==> src/rtl/acc_cpu.sv <==
// acc_cpu: parametrised accumulator CPU with a two-phase fetch/execute FSM.
// Optional build macro ACC_CPU_SAT_EN makes ADDI/ADD/SUBI saturate instead of wrapping.
//
// state | meaning
// IDLE  | after reset, waiting for start; imem writable
// FETCH | ir <= imem[pc]
// EXEC  | execute ir, update acc/flags/pc/dmem
// HALT  | program stopped on a HALT instruction; imem writable
module acc_cpu #(
  parameter int DATA_W = 8,
  parameter int ADDR_W = 4
) (
  input  logic                clk,
  input  logic                reset,
  input  logic                start,
  input  logic                imem_we,
  input  logic [ADDR_W-1:0]   imem_waddr,
  input  logic [ADDR_W+2:0]   imem_wdata,
  output logic [DATA_W-1:0]   acc_out,
  output logic [ADDR_W-1:0]   pc_out,
  output logic                busy,
  output logic                halted,
  output logic                carry,
  output logic                zero
);

  localparam int IW    = ADDR_W + 3;
  localparam int DEPTH = 1 << ADDR_W;

  localparam logic [2:0] OP_LDI  = 3'b000;
  localparam logic [2:0] OP_ADDI = 3'b001;
  localparam logic [2:0] OP_SUBI = 3'b010;
  localparam logic [2:0] OP_LD   = 3'b011;
  localparam logic [2:0] OP_ST   = 3'b100;
  localparam logic [2:0] OP_ADD  = 3'b101;
  localparam logic [2:0] OP_JNZ  = 3'b110;
  localparam logic [2:0] OP_HALT = 3'b111;

  typedef enum logic [1:0] {
    S_IDLE  = 2'd0,
    S_FETCH = 2'd1,
    S_EXEC  = 2'd2,
    S_HALT  = 2'd3
  } state_t;

  state_t              state_q, state_d;
  logic [ADDR_W-1:0]   pc_q, pc_d;
  logic [DATA_W-1:0]   acc_q, acc_d;
  logic                carry_q, carry_d;
  logic                zero_q, zero_d;
  logic [IW-1:0]       ir_q, ir_d;
  logic                busy_q, busy_d;
  logic                halted_q, halted_d;

  logic [IW-1:0]       imem [DEPTH];
  logic [DATA_W-1:0]   dmem [DEPTH];

  logic [2:0]          opcode;
  logic [ADDR_W-1:0]   operand;
  logic [DATA_W-1:0]   imm;
  logic [DATA_W-1:0]   mem_rd;
  logic [DATA_W:0]     sum_imm, sum_mem, diff_imm;
  logic [DATA_W-1:0]   addi_res, add_res, subi_res;
  logic                dmem_we;
  logic                imem_wr_ok;

  assign opcode   = ir_q[IW-1 -: 3];
  assign operand  = ir_q[ADDR_W-1:0];
  assign imm      = DATA_W'(operand);
  assign mem_rd   = dmem[operand];

  assign sum_imm  = {1'b0, acc_q} + {1'b0, imm};
  assign sum_mem  = {1'b0, acc_q} + {1'b0, mem_rd};
  assign diff_imm = {1'b0, acc_q} - {1'b0, imm};

`ifdef ACC_CPU_SAT_EN
  // Clamp on overflow; the flag still reports that the true result did not fit.
  assign addi_res = sum_imm[DATA_W]  ? {DATA_W{1'b1}} : sum_imm[DATA_W-1:0];
  assign add_res  = sum_mem[DATA_W]  ? {DATA_W{1'b1}} : sum_mem[DATA_W-1:0];
  assign subi_res = diff_imm[DATA_W] ? {DATA_W{1'b0}} : diff_imm[DATA_W-1:0];
`else
  assign addi_res = sum_imm[DATA_W-1:0];
  assign add_res  = sum_mem[DATA_W-1:0];
  assign subi_res = diff_imm[DATA_W-1:0];
`endif

  assign imem_wr_ok = imem_we && ((state_q == S_IDLE) || (state_q == S_HALT));

  always_comb begin
    state_d = state_q;
    pc_d    = pc_q;
    acc_d   = acc_q;
    carry_d = carry_q;
    zero_d  = zero_q;
    ir_d    = ir_q;
    dmem_we = 1'b0;
    case (state_q)
      S_IDLE, S_HALT: begin
        if (start) begin
          state_d = S_FETCH;
          pc_d    = '0;
          acc_d   = '0;
          carry_d = 1'b0;
          zero_d  = 1'b0;
        end
      end
      S_FETCH: begin
        ir_d    = imem[pc_q];
        state_d = S_EXEC;
      end
      S_EXEC: begin
        state_d = S_FETCH;
        pc_d    = pc_q + ADDR_W'(1);
        case (opcode)
          OP_LDI: begin
            acc_d  = imm;
            zero_d = (imm == '0);
          end
          OP_ADDI: begin
            acc_d   = addi_res;
            carry_d = sum_imm[DATA_W];
            zero_d  = (addi_res == '0);
          end
          OP_SUBI: begin
            acc_d   = subi_res;
            carry_d = diff_imm[DATA_W];
            zero_d  = (subi_res == '0);
          end
          OP_LD: begin
            acc_d  = mem_rd;
            zero_d = (mem_rd == '0);
          end
          OP_ST: begin
            dmem_we = 1'b1;
          end
          OP_ADD: begin
            acc_d   = add_res;
            carry_d = sum_mem[DATA_W];
            zero_d  = (add_res == '0);
          end
          OP_JNZ: begin
            if (!zero_q) pc_d = operand;
          end
          OP_HALT: begin
            state_d = S_HALT;
            pc_d    = pc_q;
          end
          default: ;
        endcase
      end
      default: state_d = S_IDLE;
    endcase
    busy_d   = (state_d == S_FETCH) || (state_d == S_EXEC);
    halted_d = (state_d == S_HALT);
  end

  always_ff @(posedge clk or negedge reset) begin
    if (!reset) begin
      state_q  <= S_IDLE;
      pc_q     <= '0;
      acc_q    <= '0;
      carry_q  <= 1'b0;
      zero_q   <= 1'b0;
      ir_q     <= '0;
      busy_q   <= 1'b0;
      halted_q <= 1'b0;
    end else begin
      state_q  <= state_d;
      pc_q     <= pc_d;
      acc_q    <= acc_d;
      carry_q  <= carry_d;
      zero_q   <= zero_d;
      ir_q     <= ir_d;
      busy_q   <= busy_d;
      halted_q <= halted_d;
    end
  end

  // Memories keep their contents across reset; an ST aborted by reset never reaches here
  // because state_q leaves EXEC asynchronously.
  always_ff @(posedge clk) begin
    if (imem_wr_ok) imem[imem_waddr] <= imem_wdata;
    if (dmem_we)    dmem[operand]    <= acc_q;
  end

  assign acc_out = acc_q;
  assign pc_out  = pc_q;
  assign busy    = busy_q;
  assign halted  = halted_q;
  assign carry   = carry_q;
  assign zero    = zero_q;

endmodule

==> config.mk <==
export PLATFORM = sky130hd
export DESIGN_NAME = acc_cpu
export DESIGN_NICKNAME = d
export VERILOG_FILES = /design/src/rtl/acc_cpu.sv
export SDC_FILE = /design/constraint.sdc
export NUM_CORES = 1
export LEC_CHECK = 0
export CAP_MARGIN = 5
export CORE_MARGIN = 1
export CORE_UTILIZATION = 60
export CTS_CLUSTER_SIZE = 12
export DETAILED_ROUTE_END_ITERATION = 10
export GPL_ROUTABILITY_DRIVEN = 0
export PLACE_DENSITY = 0.83
export SYNTH_ARGS = -nofsm -noshare
export SYNTH_HDL_FRONTEND = slang
export SYNTH_SLANG_ARGS = --single-unit
export TNS_END_PERCENT = 1
==> constraint.sdc <==
create_clock -name clk -period 4 [get_ports clk]
set_input_delay 0.8 -clock clk [delete_from_list [all_inputs] [get_ports clk]]
set_output_delay 0.8 -clock clk [all_outputs]
set_load 0.05 [all_outputs]
## Yosys cells after proc, flatten, opt, wreduce, memory -nomap -nowiden

Memories as Yosys holds them, arrays and structs flattened. A register that Yosys moved wholly into a read port is not among the register bits.
Index checks and enable logic that the tools add are counted.

- ROM bits: 0
- Bits in latches: 0
- Word-level logic and storage cells: 67
- Input port bits: 15
- Output and inout port bits: 16
- RAM bits: 240
- Memories: 2
- Register bits after elaboration: 18

Memories:

| name | words | width | rd ports | clocked after memory_dff | wr ports | line | source |
|---|---|---|---|---|---|---|---|
| dmem | 16 | 8 | 1 | 0 | 1 | 56 | `logic [DATA_W-1:0] dmem [DEPTH];` |
| imem | 16 | 7 | 1 | 1 | 1 | 55 | `logic [IW-1:0] imem [DEPTH];` |

- Div/mod/pow operators: 0
- Bitwise logic cells: 0
- Reduce and logical (&&, ||, !) cells: 16
- Eq/ne operators: 17
- Multiply operators: 0
- Shifts and indexed selects: 0
- Muxes and demuxes: 21
- Add/subtract/negate cells: 4
- Magnitude comparators: 0

Operators with widths:

| cell | number |
|---|---|
| logical NOT 8 bit | 5 |
| case mux 8 bit (5 select lines) | 1 |
| case mux 4 bit (2 select lines) | 2 |
| case mux 8 bit (2 select lines) | 1 |
| equality test 3 bit (second input constant) | 4 |
| adder 8 x 4 -> 9 bit | 1 |
| adder 8 x 8 -> 9 bit | 1 |
| AND reduction 3 bit | 3 |
| subtractor 8 x 4 -> 9 bit | 1 |
| equality test 2 bit (second input constant) | 4 |
| two-way mux 4 bit | 2 |
| two-way mux 8 bit | 1 |
| two-way mux 1 bit | 7 |
| equality test 3 x 2 -> 1 bit (second input constant) | 2 |
| != test 6 x 1 -> 1 bit (second input constant) | 1 |
| case mux 2 bit (3 select lines) | 1 |
| case mux 1 bit (5 select lines) | 1 |
| adder 4 x 1 -> 4 bit (second input constant) | 1 |
| equality test 2 x 1 -> 1 bit (second input constant) | 2 |
| two-way mux 2 bit | 2 |
| != test 2 bit (second input constant) | 2 |
| != test 4 x 1 -> 1 bit (second input constant) | 1 |
| case mux 1 bit (2 select lines) | 2 |
| equality test 3 x 1 -> 1 bit (second input constant) | 1 |
| other kinds (8) | 9 |

## Longest topological paths before layout

Gate-level depths: netlist of the first run.

- Depth in word-level cells: 5
- Mapped depth: 14
- Mapped depth without buffers: 12

## Least setup slack after synthesis of the first run

No wires, ideal clock.

- Kind: reg-to-reg
- From: register ir_q[1], read port of imem
- To: register zero_q, in the netlist zero
- Clock period less this slack: 3,580 ps
- Arrival time: 3,495 ps
- Path slack: 420 ps
- Stages on the path, launching flop included: 15
- Path through: dfrtp_1 buf_6 clkbuf_1 mux4_2 a22oi_1 nand2_1 ha_1 fa_1 a21o_1 a21oi_1 o21bai_1 a21oi_1 xor2_1 or4bb_1 a32oi_1

- Word-level cells in the longest chain between the ends: 5
- Elaborated cells on any way between the ends: 11

RTL lines:

| element | line | source |
|---|---|---|
| start: declaration | 51 | `logic [IW-1:0] ir_q, ir_d;` |
| memory (16 x 8 bit) | -- |  |
| adder 8 x 8 -> 9 bit | 73 | `assign sum_mem = {1'b0, acc_q} + {1'b0, mem_rd};` |
| logical NOT 8 bit | 139 | `zero_d = (add_res == '0);` |
| case mux 1 bit (5 select lines) * | 114 | `case (opcode)` |
| case mux 1 bit (2 select lines) * | 97 | `case (state_q)` |
| end signal: assignment | 172 | `zero_q <= zero_d;` |
| end: declaration | 50 | `logic zero_q, zero_d;` |

Every way passes the cells marked *; elsewhere a longest branch is shown, timed or not.
A chain may end at the register's enable or synchronous reset.

## Worst setup path after layout of the first run

- From: register ir_q[0], read port of imem
- To: register zero_q, in the netlist zero

Same word-level chain as after synthesis.

==> results of run 1 <==
worst min-delay path by stage:
stage | from | end | slack (ns) | cells after the start
2_1_floorplan | reset | acc_out[0] | 0.50 | 0
3_3_place_gp | carry | carry | 0.51 | 2
3_5_place_dp | carry | carry | 0.52 | 2
4_1_cts | carry | carry | 0.54 | 2
5_1_grt | carry | carry | 0.59 | 2
6_report | carry | carry | 0.54 | 2
cells in the mapped netlist (7+ instances only):
cell type	count
a21oi_1	15
a22oi_1	10
clkbuf_1	16
dfrtp_1	25
edfxtp_1	240
ha_1	21
inv_1	11
mux4_1	11
mux4_2	60
nand2_1	39
nand2b_1	8
nand3_1	12
nor2_1	51
nor2b_1	9
nor3_1	13
o21ai_0	24
xnor2_1	8
xor2_1	7
per-stage QoR:
step | cell area (um2) | power [W] | util | setup WS [ns] | std cells
finish | 13060 | 0.009410 | 0.6957 | 0.08888 | 978
global route | 13060 | 0.009767 | 0.6957 | 0.002141 | 978
CTS | 13020 | 0.009352 | 0.6939 | 0.02013 | 977
detailed placement | 12170 | 0.006907 | 0.6485 | 0.09194 | 929
global placement | 12170 | 0.006801 | 0.6485 | 0.3298 | 929
floorplan | 11560 | 0.005943 | - | 0.4198 | 675
per-layer routing:
metal	global-route usage	vias to the layer above	wire, um
li1	-	2827	-
met1	0.3498	3295	9648
met2	0.4423	364	12570
met3	0.04144	85	1895
met4	0.1247	0	1126
met5	0	-	0
kinds of logic after synthesis:
kind of cell	count (synthesis)	share of synthesized area
xor+xnor	15	0.01137
buf+inv	42	0.01646
compound gates	97	0.05619
simple gates	158	0.06561
fa+ha+maj	24	0.02793
flops	265	0.6777
mux	74	0.1447
state kept, by name (all words and copies together), names as in the netlist, 2 cells and up:
register  flops
acc_out       8
dmem        128
imem        112
ir_q          7
pc_out        4
state_q       2
area by class of cell:
class                   count  area share
clock inverters             9    0.006899
flip-flops and latches    265      0.6002
well taps                 234     0.02242
clock buffers              39     0.05845
multi-input cells         368      0.2710
inverters                  12    0.003450
repair buffers             51     0.03756
power by group through the flow:
stage | Clock [W] | Combinational (W) | Sequential [W]
floorplan | 0 | 0.00229 | 0.00366
global placement | 0 | 0.00312 | 0.00368
finish | 0.00243 | 0.00333 | 0.00365
detailed placement | 0 | 0.00321 | 0.00370
CTS | 0.00245 | 0.00326 | 0.00364
global route | 0.00255 | 0.00354 | 0.00368
worst max-delay path: stages, from the launching register on:
cell	delay (ns)
dfrtp_4	0.55
mux4_2	0.52
a22oi_1	0.26
nand2_1	0.16
ha_1	0.26
fa_1	0.45
a21o_1	0.20
a21oi_2	0.23
o21bai_1	0.09
a21oi_1	0.22
xor2_1	0.25
or4bb_1	0.42
a32oi_1	0.20
what timing repair did:
action                                  4_1_cts  5_1_grt
gates resized for setup                       0        2
endpoints found under the setup margin        0        1
buffers inserted                              0        0
==> summary.md, run 1 <==
| Metric | Value |
|---|---|
| Post-synth EDFFs | 240 |
| Total Routing Usage GR | 0.2660 |
| Multi-input logic area | ~3500 um2 |
| Hold Worst Slack | around 0.54 ns |
| FF/Latch Area | 7838 um2 |
| Setup TNS | 0 ns |
| Pint | 0.006115 W |
| Via total after detailed routing | 6571 |
| Row cnt | 50 |
| Comb pwr share | 0.354 |
| CTS tree | built |
| Clock Sinks | approximately 270 |
| Synthesized flop and latch total | ~270 |
| Io pins | 31 |
| Global-route wire length before repair | about 39000 um |
| Hold_buf cts | 0 |
| Port Buffers | 30 |
| Crit path required time | 4.44 ns |
| Net switching power figure | 0.003296 W |
| Hpwl dp | 16470 um |
| Vias in the first global route | 6737 |
| Tmin final | 3.911 ns |
| Layout cells sized above 1 | 0.1653 |
| Async SR Flop Fraction | 0.09434 |
| Area grow syn2layout | 12.98% |
| Inserted Clock Buffers | 28 |
| Final Hold Viols | 0 |
| Crit-path max FO | 10 |
| Fin. max-slew vios | 0 |
| First drt pass iteration count | 5 |
| Most common cell after layout, fill and taps aside | edfxtp_1 |
| Initial antenna violation count | 0 |
| DRT antenna net count | 0 |
| Clk network pwr share | 0.258 |
| Vias per cell | 6.719 |
| Crit path from | ir_q[0] |
| Die area | 19820 um2 |
| Syn Area/Cell | 17.12 um2 |
| Hold WC Path Type | reg2reg |
| Synth top area share | 0.6236 |
| Die width | 140.8 um |
| Iteration-0 DRC Markers | 782 |
| Grt ovf | 0 |
| LEAKAGE | between 4 and 5 nW |
| Reg2reg start | ir_q[0] |
| Flop pwr share | 0.388 |
| CTS clk-pin slew, worst paths | 0.06 ns |
| Endpoint type of the worst setup path | register |
| Reg2reg setup slack | 0.09 ns |
| Crit path to | zero |
| Clock tree buffer depth | 3 |
| Most frequent cells in the layout | 240 x edfxtp_1, 60 x mux4_2, 51 x nor2_1 |
| Register area share after synthesis | 0.6777 |
| Root Driver | clkbuf_16 |
| Synth cell types | 60 |
| Yosys Warn Count | 0 |
| Status | complete, no violations |
| Largest net degree at the start of global routing | 33 |
| Die Span Y | 140.8 um |
| Pwr Density | 720.7 nW/um2 |
| Total core area | 18770 um2 |
| H-tree depth | 1 |
| # DRC | 0 |
| Initial Util | 0.6158 |
| Worst Path Arrival | 4.36 ns |
| Tcrit/Tclk final | 0.9778 |
| Final setup violation count | 0 |
| Clock skew | between 0.009 and 0.01 ns |
| Synth area leader | edfxtp_1 |
| Startpoint types | register |
| RR Endpoint | zero |
| Synth top area cells | edfxtp_1 62%, mux4_2 12%, dfrtp_1 5.4%, mux4_1 2.5%, ha_1 2.3% |
| Nets@finish | around 770 |
| Syn_nets | 714 |
| Syn Inst Count | 675 |
| Top FF cell, synth | edfxtp_1 |
| Number of max-cap violations | 0 |
| Slew Limit Headroom | 0.3025 |
| R2R depth | 12 |
| RSZ-0062 raised after global routing | no |
| Netlist Area Pre-Place | 11560 um2 |
| Worst-Skew Late Latency | around 0.53 ns |
| Drt wl/cell | 25.81 um |
| Crit path kind | reg2reg |
| Peak VDD IR | 0.4509 mV |
| Sw Share | 0.3502 |
| WL final | 25240 um |
| Filler cells | 1147 |
| ANT cells | 0 |
| Worst Tran Pin Value | 1.046 ns |
| Fmax | 0.2557 GHz |
Note: power is estimated with default switching activity, not from simulation.
==> run 2, diff against run 1 <==
--- a/config.mk
+++ b/config.mk
@@ -5,7 +5,7 @@
 export SDC_FILE = /design/constraint.sdc
 export NUM_CORES = 1
 export LEC_CHECK = 0
-export CAP_MARGIN = 5
+export CAP_MARGIN = 40
 export CORE_MARGIN = 1
 export CORE_UTILIZATION = 60
 export CTS_CLUSTER_SIZE = 12
==> constraint.sdc (replaced) <==
create_clock -name clk -period 3.7 [get_ports clk]
set_input_delay 0.74 -clock clk [delete_from_list [all_inputs] [get_ports clk]]
set_output_delay 0.74 -clock clk [all_outputs]
set_load 0.05 [all_outputs]
==> run 2 against run 1 <==
The flow now finishes with violations (negative setup slack). Fmax is 5.2% higher. Via count is 4.1% higher. Count of clock-buffer cells in the layout is 2 higher. Flip-flop and latch count stayed put. Final area is 2.6% higher. Cell count is 3.4% higher. Die area stayed put. Worst hold slack worse by 0.022 ns. Sequential share of layout area is 1.5 points lower. Global-route usage is 0.87 points higher. Core utilization is 1.8 points higher. Combinational power is 23% higher. Critical path type unchanged. Critical endpoint unchanged. Highest routed layer unchanged.
==> summary.md, run 2 (synthesis results as in run 1) <==
| Metric | Value |
|---|---|
| Final Hold Viols | 0 |
| Dpl cells | 951 |
| LEAKAGE | 4.522 nW |
| Vias per cell | 6.764 |
| Worst Tran Pin Value | 0.8745 ns |
| Largest net degree at the start of global routing | 27 |
| Endpoint type of the worst setup path | register |
| Die width | 140.8 um |
| Clock skew | 0.01727 ns |
| Slew Limit Headroom | 0.4148 |
| Global-route wire length before repair | 40220 um |
| H-tree depth | 1 |
| Pwr Density | 787.2 nW/um2 |
| Filler cells | 1117 |
| Number of max-cap violations | 0 |
| Root Driver | clkbuf_16 |
| Initial antenna violation count | 0 |
| WL final | 26500 um |
| Final setup violation count | 1 |
| # DRC | 0 |
| ANT cells | 0 |
| Nets@finish | 798 |
| Grt ovf | 0 |
| Pre-CTS setup slack | -0.002179 ns |
| Hold WC Path Type | in2async |
| DRT antenna net count | 0 |
| Final WS setup | -0.01681 ns |
| Initial Util | 0.6158 |
| Largest register FFs | approximately 130 |
| CTS clk-pin slew, worst paths | 0.06 ns |
| Tmin final | between 3 and 4 ns |
| Clock Sinks | 265 |
| Hpwl dp | 17020 um |
| Total core area | roughly 19000 um2 |
| Die Span Y | 140.8 um |
| Worst-Skew Late Latency | 0.53 ns |
| Io pins | 31 |
| First drt pass iteration count | 5 |
| Status | complete, but fails checks |
| Peak VDD IR | 0.4694 mV |
| Die area | 19820 um2 |
| Non-filler cells, final | 1011 |
| Fin. max-slew vios | 0 |
| Iteration-0 DRC Markers | 853 |
| Crit path kind | reg2reg |
| Fmax | 0.2690 GHz |
| Final core utilization | 0.7139 |
| Clock tree buffer depth | 3 |
| Register bank with the most flops | dmem |
| Most frequent cells in the layout | 240 x edfxtp_1, 61 x mux4_2, 51 x nor2_1 |
| Worst Path Arrival | 4.15 ns |
| Area grow syn2layout | 15.92% |
| Setup TNS | -0.01681 ns |
| Vias in the first global route | between 6k and 7k |
| Crit-path max FO | 7 |
| Row cnt | 50 |
| Port Buffers | 30 |
| Inserted Clock Buffers | 28 |
| Hold_buf cts | 0 |
| Failing checks | negative setup slack |
| Crit path required time | between 4 and 5 ns |
| Most common cell after layout, fill and taps aside | edfxtp_1 |
| Layout cells sized above 1 | 0.2239 |
| Via total after detailed routing | 6838 |
| CTS tree | built |
| Drt wl/cell | 26.22 um |
| Tcrit/Tclk final | 1.005 |
| Startpoint types | register |
| Total Routing Usage GR | 0.2747 |
-- run 2: final cells by class --
cell class                      instances  area, um2  area share
Timing Repair Buffer                   84      778.2     0.05809
Multi-Input combinational cell        368       3625      0.2705
Inverter                               12      45.04    0.003362
Clock inverter                          7      40.04    0.002988
Clock buffer                           41      780.7     0.05827
Sequential cell                       265       7836      0.5849
Tap cell                              234      292.8     0.02185
-- run 2: metrics by stage --
step | hold slack (ns) | instance area (um2) | power (W)
finish | 0.5164 | 13400 | 0.01055
global route | 0.5048 | 13400 | 0.01096
CTS | 0.4913 | 13230 | 0.01016
detailed placement | 0.5223 | 12360 | 0.007549
global placement | 0.5154 | 12340 | 0.007410
floorplan | 0.4444 | 11560 | 0.006425
-- run 2: report_power, final --
part           internal (W)  switching (W)  leakage, nW  total, W
Clock               0.00145        0.00107        0.391   0.00252
Combinational       0.00182        0.00228         1.60   0.00409
Sequential          0.00354       0.000389         2.53   0.00393
-- run 2: timing repair --
item	4_1_cts	5_1_grt
resized for setup	2	18
setup buffers	1	10
cloned	1	0
pin swaps	0	12
setup endpoints to repair	1	1
-- run 2: layer usage --
metal / wire length, um / track usage / share of wire
met1: 9868 / 0.3603 / 0.37
met2: 13680 / 0.4774 / 0.52
met3: 1909 / 0.03533 / 0.072
met4: 1048 / 0.09783 / 0.040
met5: 0 / 0 / 0
-- run 2: worst max-delay path: stages (launching register included) --
cell      delay, ns
dfrtp_2        0.42
buf_12         0.15
buf_12         0.13
mux4_2         0.52
a22oi_2        0.17
nand2_2        0.15
ha_1           0.33
a211oi_1       0.26
nor2_1         0.14
o31ai_2        0.30
a21oi_1        0.13
xor2_1         0.17
or4bb_1        0.52
a32oi_1        0.24
-- run 2: path summary, 6_finish.rpt --
kind | start | endpoint | slack (ns) | depth (start not counted)
max | ir_q[0] | zero | -0.02 | 13
min | reset | acc_out[0] | 0.52 | 1
max reg2reg | ir_q[0] | zero | -0.02 | 13
min reg2reg | carry | carry | 0.56 | 2
max in group asynchronous | reset | acc_out[5] | 2.70 | 2
min in group clk | carry | carry | 0.56 | 2
